--- src/rtl/fa_unpack.sv ---
// Frame-to-stream unpacker: a toggle-strobed packed frame is replayed as one
// AXI-Stream beat per channel, with a one-deep pending buffer and drop accounting.
module fa_unpack #(
  parameter int DATA_WIDTH    = 24,
  parameter int CHANNEL_WIDTH = 2,
  parameter int LAST_CHAN     = 3
) (
  input  logic                                clk,
  input  logic                                reset,
  input  logic                                inputToggle,
  input  logic [(LAST_CHAN+1)*DATA_WIDTH-1:0] inputData,
  output logic [DATA_WIDTH-1:0]               M_TDATA,
  output logic [CHANNEL_WIDTH-1:0]            M_TCHANNEL,
  output logic                                M_TVALID,
  input  logic                                M_TREADY,
  output logic                                M_TLAST,
  output logic                                overrun,
  input  logic                                overrunClear,
  output logic [15:0]                         frameCount,
  output logic [15:0]                         dropCount
);

  localparam int FRAME_W = (LAST_CHAN + 1) * DATA_WIDTH;
  localparam logic [CHANNEL_WIDTH-1:0] LAST_IDX = CHANNEL_WIDTH'(LAST_CHAN);

  typedef enum logic {IDLE, SEND} state_t;

  state_t                     state_q, state_d;
  logic                       toggle_q;
  logic [FRAME_W-1:0]         shadow_q, shadow_d;
  logic [FRAME_W-1:0]         pending_q, pending_d;
  logic                       shadow_full_q, shadow_full_d;
  logic                       pend_full_q, pend_full_d;
  logic [CHANNEL_WIDTH-1:0]   chan_q, chan_d;
  logic                       overrun_q, overrun_d;
  logic [15:0]                frame_cnt_q, frame_cnt_d;
  logic [15:0]                drop_cnt_q, drop_cnt_d;

  logic new_frame;
  logic hs;
  logic last_hs;
  logic accept;
  logic drop;

  assign new_frame = inputToggle ^ toggle_q;
  assign hs        = shadow_full_q && M_TREADY;
  assign last_hs   = hs && (chan_q == LAST_IDX);

  always_comb begin
    state_d       = state_q;
    shadow_d      = shadow_q;
    pending_d     = pending_q;
    shadow_full_d = shadow_full_q;
    pend_full_d   = pend_full_q;
    chan_d        = chan_q;
    accept        = 1'b0;
    drop          = 1'b0;

    case (state_q)
      IDLE: begin
        if (new_frame) begin
          shadow_d      = inputData;
          shadow_full_d = 1'b1;
          chan_d        = '0;
          state_d       = SEND;
          accept        = 1'b1;
        end
      end
      SEND: begin
        if (last_hs) begin
          chan_d = '0;
          if (pend_full_q) begin
            // Pending promotes to shadow; a coincident frame refills pending.
            shadow_d = pending_q;
            if (new_frame) begin
              pending_d = inputData;
              accept    = 1'b1;
            end else begin
              pend_full_d = 1'b0;
            end
          end else if (new_frame) begin
            shadow_d = inputData;
            accept   = 1'b1;
          end else begin
            shadow_full_d = 1'b0;
            state_d       = IDLE;
          end
        end else begin
          if (hs) begin
            chan_d = chan_q + 1'b1;
          end
          if (new_frame) begin
            if (!pend_full_q) begin
              pending_d   = inputData;
              pend_full_d = 1'b1;
              accept      = 1'b1;
            end else begin
              drop = 1'b1;
            end
          end
        end
      end
      default: state_d = IDLE;
    endcase

    frame_cnt_d = frame_cnt_q + 16'(accept);
    drop_cnt_d  = (drop && (drop_cnt_q != 16'hFFFF)) ? drop_cnt_q + 16'd1 : drop_cnt_q;

    // A drop in the same cycle as a clear request keeps the flag set.
    if (drop) begin
      overrun_d = 1'b1;
    end else if (overrunClear) begin
      overrun_d = 1'b0;
    end else begin
      overrun_d = overrun_q;
    end
  end

  always_ff @(posedge clk) begin
    toggle_q <= inputToggle;
    if (reset) begin
      state_q       <= IDLE;
      shadow_q      <= '0;
      pending_q     <= '0;
      shadow_full_q <= 1'b0;
      pend_full_q   <= 1'b0;
      chan_q        <= '0;
      overrun_q     <= 1'b0;
      frame_cnt_q   <= '0;
      drop_cnt_q    <= '0;
    end else begin
      state_q       <= state_d;
      shadow_q      <= shadow_d;
      pending_q     <= pending_d;
      shadow_full_q <= shadow_full_d;
      pend_full_q   <= pend_full_d;
      chan_q        <= chan_d;
      overrun_q     <= overrun_d;
      frame_cnt_q   <= frame_cnt_d;
      drop_cnt_q    <= drop_cnt_d;
    end
  end

  assign M_TVALID   = shadow_full_q;
  assign M_TCHANNEL = chan_q;
  assign M_TLAST    = shadow_full_q && (chan_q == LAST_IDX);
  assign M_TDATA    = shadow_full_q ? shadow_q[chan_q*DATA_WIDTH +: DATA_WIDTH] : '0;
  assign overrun    = overrun_q;
  assign frameCount = frame_cnt_q;
  assign dropCount  = drop_cnt_q;

endmodule

--- config.mk ---
export PLATFORM = sky130hd
export DESIGN_NAME = fa_unpack
export DESIGN_NICKNAME = d
export VERILOG_FILES = /design/src/rtl/fa_unpack.sv
export SDC_FILE = /design/constraint.sdc
export NUM_CORES = 1
export LEC_CHECK = 0
export ABC_AREA = 0
export ABC_CLOCK_PERIOD_IN_PS = 5600
export CORE_MARGIN = 8
export CORE_UTILIZATION = 46
export DETAILED_ROUTE_END_ITERATION = 12
export PLACE_DENSITY = 0.69
export RECOVER_POWER = 50
export SYNTH_ARGS = -nofsm -noshare
export SYNTH_HDL_FRONTEND = slang
export SYNTH_SLANG_ARGS = --single-unit
--- constraint.sdc ---
create_clock -name clk -period 5.6 [get_ports clk]
set_input_delay 0.84 -clock clk [delete_from_list [all_inputs] [get_ports clk]]
set_output_delay 0.84 -clock clk [all_outputs]
set_load 0.01 [all_outputs]
**Word-level counts from Yosys, hierarchy flattened**

Index checks and enable logic that the tools add are counted.

- Bits in registers: 231
- Bits in latches: 0
- Bits in writable memories: 0
- Memory bits (read-only): 0
- Input bits: 101
- Output and inout bits: 61
- Logic and storage cells: 71
- Memories: 0

- Add/subtract/negate cells: 3
- $mul: 1
- Divide/modulo/power cells: 0
- $lt $le $gt $ge: 0
- Equality and inequality tests: 9
- Shift-type cells: 1
- Multiplexer cells: 35
- Bitwise gates (word level): 2
- Reduce and logical (&&, ||, !) cells: 10

Operator list:

| kind | number |
|---|---|
| 96-bit 2-to-1 mux | 8 |
| 96-bit case mux with 2 select lines | 1 |
| 96-bit by 8-bit indexed part select with 24-bit output | 1 |
| 24-bit 2-to-1 mux | 1 |
| 1-bit 2-to-1 mux | 18 |
| 16-bit by 1-bit adder with 16-bit output | 1 |
| 16-bit by 1-bit adder with 16-bit output (second input constant) | 1 |
| 16-bit != test (second input constant) | 1 |
| 2-bit != test (second input constant) | 4 |
| 4-bit AND reduction | 2 |
| 2-bit 2-to-1 mux | 3 |
| 1-bit case mux with 2 select lines | 3 |
| 1-bit logical AND | 4 |
| 2-bit by 2-bit multiplier with 4-bit output (second input constant) | 1 |
| 2-bit by 1-bit != test with 1-bit output (second input constant) | 2 |
| 2-bit case mux with 2 select lines | 1 |
| 2-bit AND reduction | 2 |
| 2-bit nonzero test | 2 |
| 3-bit by 1-bit != test with 1-bit output (second input constant) | 1 |
| 2-bit by 1-bit adder with 2-bit output (second input constant) | 1 |
| 2-bit == test (second input constant) | 1 |
| 1-bit inverter | 1 |
| 1-bit bitwise XOR | 1 |

**Longest topological paths before layout**

- Depth in word-level cells: 5
- Gate-level depth with buffers: 9
- Depth with buffers taken out: 8

**Least setup slack after synthesis**

Ideal clock, no wire load.

- Path kind: input to register
- From: input port inputToggle
- To: register frame_cnt_q[12] (netlist: frameCount[12])
- Data arrival time: 2,477 ps
- Setup slack: 3,052 ps
- Cell stages on the path: 9
- Buffers on the path: 2
- Cell sequence: xnor2_2 buf_2 buf_2 a21oi_1 ha_1 ha_1 nand3_1 or3_1 a21oi_1

- Longest elaborated chain between the ends: 5
- Elaborated cells between the ends (all ways): 6
- Those cells by class: add/sub: 1; mux: 4; bitwise: 1

Ends and longest elaborated chain:

| what | RTL line | text |
|---|---|---|
| start, declared | 10 | `input logic inputToggle,` |
| 1-bit bitwise XOR * | 45 | `assign new_frame = inputToggle ^ toggle_q;` |
| 1-bit 2-to-1 mux (on tied branches) | -- |  |
| 1-bit 2-to-1 mux | 70 | `if (last_hs) begin` |
| 1-bit case mux with 2 select lines * | 59 | `case (state_q)` |
| 16-bit by 1-bit adder with 16-bit output * | 106 | `frame_cnt_d = frame_cnt_q + 16'(accept);` |
| end signal, assigned | 139 | `frame_cnt_q <= frame_cnt_d;` |
| end, declared | 36 | `logic [15:0] frame_cnt_q, frame_cnt_d;` |

Every way passes the cells marked *; elsewhere a longest branch is shown, timed or not.
A chain may end at the register's enable or synchronous reset.

**Worst setup path after layout**

- From: register chan_q[1] (netlist: M_TCHANNEL[1])
- To: output port M_TDATA[13]

- Longest elaborated chain between the ends: 3

Ends and longest elaborated chain:

| what | RTL line | text |
|---|---|---|
| start, declared | 34 | `logic [CHANNEL_WIDTH-1:0] chan_q, chan_d;` |
| start signal, assigned | 137 | `chan_q <= chan_d;` |
| 2-bit by 2-bit multiplier with 4-bit output | 147 | `assign M_TDATA = shadow_full_q ? shadow_q[chan_q*DATA_WIDTH +: DATA_WIDTH] : '0;` |
| 96-bit by 8-bit indexed part select with 24-bit output | 147 |  |
| 24-bit 2-to-1 mux | 147 |  |
| end, declared | 12 | `output logic [DATA_WIDTH-1:0] M_TDATA,` |

No other way between the ends.

==> qor.csv <==
metric;value;unit
largest cells by area after synthesis;dfxtp_1 45%, nand2_1 7.4%, a211oi_1 7.0%;
First-pass DRT Iterations;5;
CTS tree;yes;
Post-CTS Repair Setup Buffers;0;
Die X;166;um
Core Area;0.0219;mm2
vias in the first global route;8690;
syn avg cell area;8.34;um2
area leader, netlist;dfxtp_1;
period utilization;0.784;
area of the mapped netlist;0.0103;mm2
Initial Util;0.470;
status;complete, but fails checks;
pin count of the biggest net entering global routing;140;
Synth Register Bits;231;
initial antenna violation count;0;
Core Util, Final;0.580;
Final GP Congestion;0.817;
Die Height;166;um
final hold violation count;0;
clock latency at the later pin of the worst-skew pair;540;ps
CTS resizes;0;
Clk pwr share;0.406;
fin crit period;4390;ps
Internal Power;3.10;mW
Gate Count Post-Synth;1234;
H-tree depth;1;
GRT Overall Usage;0.207;
MaxCap Viol Count;1;
Slew Limit Fails;103;
crit-path max FO;16;
fmax;228;MHz
cts hold-fix bufs;0;
Clk pin slew, worst setup/hold paths;60;ps
total grt overflow;0;
worst setup path category;flop to output pin;
Final Skew;17.0;ps
switching part of the total;0.268;
Diodes inserted;0;
via/cell ratio;5.70;
Post-DRT Antenna Nets;0;
Least-Margin Pin Slew;1960;ps
fraction of registers with async set/reset;0;
Max rail drop VDD;200;uV
Worst EP required;4760;ps
Cell variety after synth;43;
Synth Warn #;0;
PwrDens;334;mW/mm2
CP endpoint kind;output pin;
DIE AREA;0.0274;mm2
maximum root-to-sink buffer count;3;
Fin Setup TNS;0;ps
final WL;30000;um
area delta synth->final;23.4;%
violated checks;capacitance limit, slew limit;
number of DRC markers in iteration 0;860;
vias after detailed routing;9208;
Final setup violation count;0;
# DRC;0;
min-delay worst type;flop to flop;
first-pass GRT wire length;48100;um
Port Buffers;161;
Fillers;1986;
post-DP HPWL;19000;um
Commonest cells post-synth;231 x dfxtp_1, 202 x nand2_1, 118 x a21oi_1, 110 x nor2_1, 105 x or3_1;
switching power;1.14;mW
post-synth top area share;0.449;
Site Rows;54;
Num Clock Sinks;231;
average routed wire per standard cell;18.6;um
CP arrival;3550;ps
sequential group share of total power;0.444;
Nets;1425;
Post-synth EDFFs;0;
prevailing post-synth register cell;dfxtp_1;
Boundary Pins;162;
CP startpoint kind;flop;
CTS root buf;clkbuf_16;
sequential area share after synthesis;0.449;
Leak;4.51;nW
worst rel slew slack;-0.307;
TritonCTS Buffers;25;
layout cell share with drive strength beyond 1;0.0659;
RSZ-0062 raised after global routing;no;
most common cell in the netlist;dfxtp_1;
combinational power share;0.151;
Mapped Nets;1341;
registers in the layout, indices dropped and copies added, names as in the netlist, 2 cells and up:
| signal | cells |
|---|---|
| M_TCHANNEL | 2 |
| dropCount | 16 |
| frameCount | 16 |
| shadow_q | 96 |
| pending_q | 96 |
metrics by stage:
step | cell area, um2 | worst slack [ps] | total power, mW | cells | hold WS, ps
after CTS | 12800 | 1730 | 4.28 | 1616 | 451
after detailed placement | 11900 | 2050 | 2.56 | 1571 | 443
after global placement | 11900 | 2100 | 2.55 | 1571 | 439
after global routing | 12700 | 985 | 4.43 | 1616 | 465
final | 12700 | 1210 | 4.24 | 1616 | 449
after floorplan | 10300 | 3050 | 2.30 | 1234 | 433
per-layer routing:
| metal | part of all wire | GRT usage | vias to the layer above |
|---|---|---|---|
| met5 | 0 | 0 | - |
| met4 | 0.013 | 0.0408 | 0 |
| met3 | 0.057 | 0.0364 | 30 |
| met2 | 0.48 | 0.342 | 236 |
| met1 | 0.45 | 0.279 | 4412 |
| li1 | - | - | 4530 |
cell families (layout without fill, tap and decap cells):
family                   count (synthesis)  in the layout  share of synthesized area
buffers and inverters                  121            223                     0.0506
AND/OR/NAND/NOR                        499            499                      0.234
multiplexers                            26             26                     0.0547
AO/OA/AOI/OAI                          340            340                      0.195
XOR/XNOR                                11             11                     0.0101
adder cells (fa/ha/maj)                  6              6                    0.00729
flip-flops                             231            231                      0.449
critical path, stage by stage (launching register included):
cell and delay [ps]:
dfxtp_1 780, clkbuf_1 910, mux4_2 610, and2_1 220, clkdlybuf4s50_1 490
cells in the final DEF (no fill, tap or decap), drive strengths merged, types with 11 or more instances in the layout:
| master | synthesis | layout |
|---|---|---|
| dlygate4sd3 | 0 | 47 |
| clkdlybuf4s50 | 0 | 113 |
| mux4 | 24 | 24 |
| o21ai | 104 | 104 |
| o31ai | 11 | 11 |
| clkbuf | 79 | 38 |
| and2 | 29 | 29 |
| dfxtp | 231 | 231 |
| nor2 | 110 | 110 |
| nand2 | 202 | 202 |
| or3 | 105 | 105 |
| or4 | 11 | 11 |
| a211oi | 96 | 96 |
| a21oi | 118 | 118 |
| nand3 | 13 | 13 |
layout make-up:
type,instances,area [um2],area share
clock buffers,36,727,0.0572
clock inverters,9,138,0.0108
inverters,6,22.5,0.00177
multi-input cells,882,5140,0.405
flip-flops and latches,231,4620,0.364
well taps,280,350,0.0276
repair buffers,172,1700,0.134
power by group through the flow:
stage	clock [mW]	combinational (mW)	sequential (mW)
floorplan	0	0.433	1.87
global placement	0	0.635	1.91
detailed placement	0	0.644	1.92
CTS	1.75	0.647	1.88
global route	1.82	0.712	1.90
finish	1.72	0.639	1.88
final timing paths:
check | start | endpoint | slack (ps) | depth (start not counted)
setup reg to reg | M_TCHANNEL[1] | pending_q[1] | 1390 | 7
hold / removal | pending_q[17] | pending_q[17] | 450 | 2
setup / recovery | M_TCHANNEL[1] | M_TDATA[13] | 1210 | 4
hold reg to reg | pending_q[17] | pending_q[17] | 450 | 2
(Power assumes the default switching activity.)
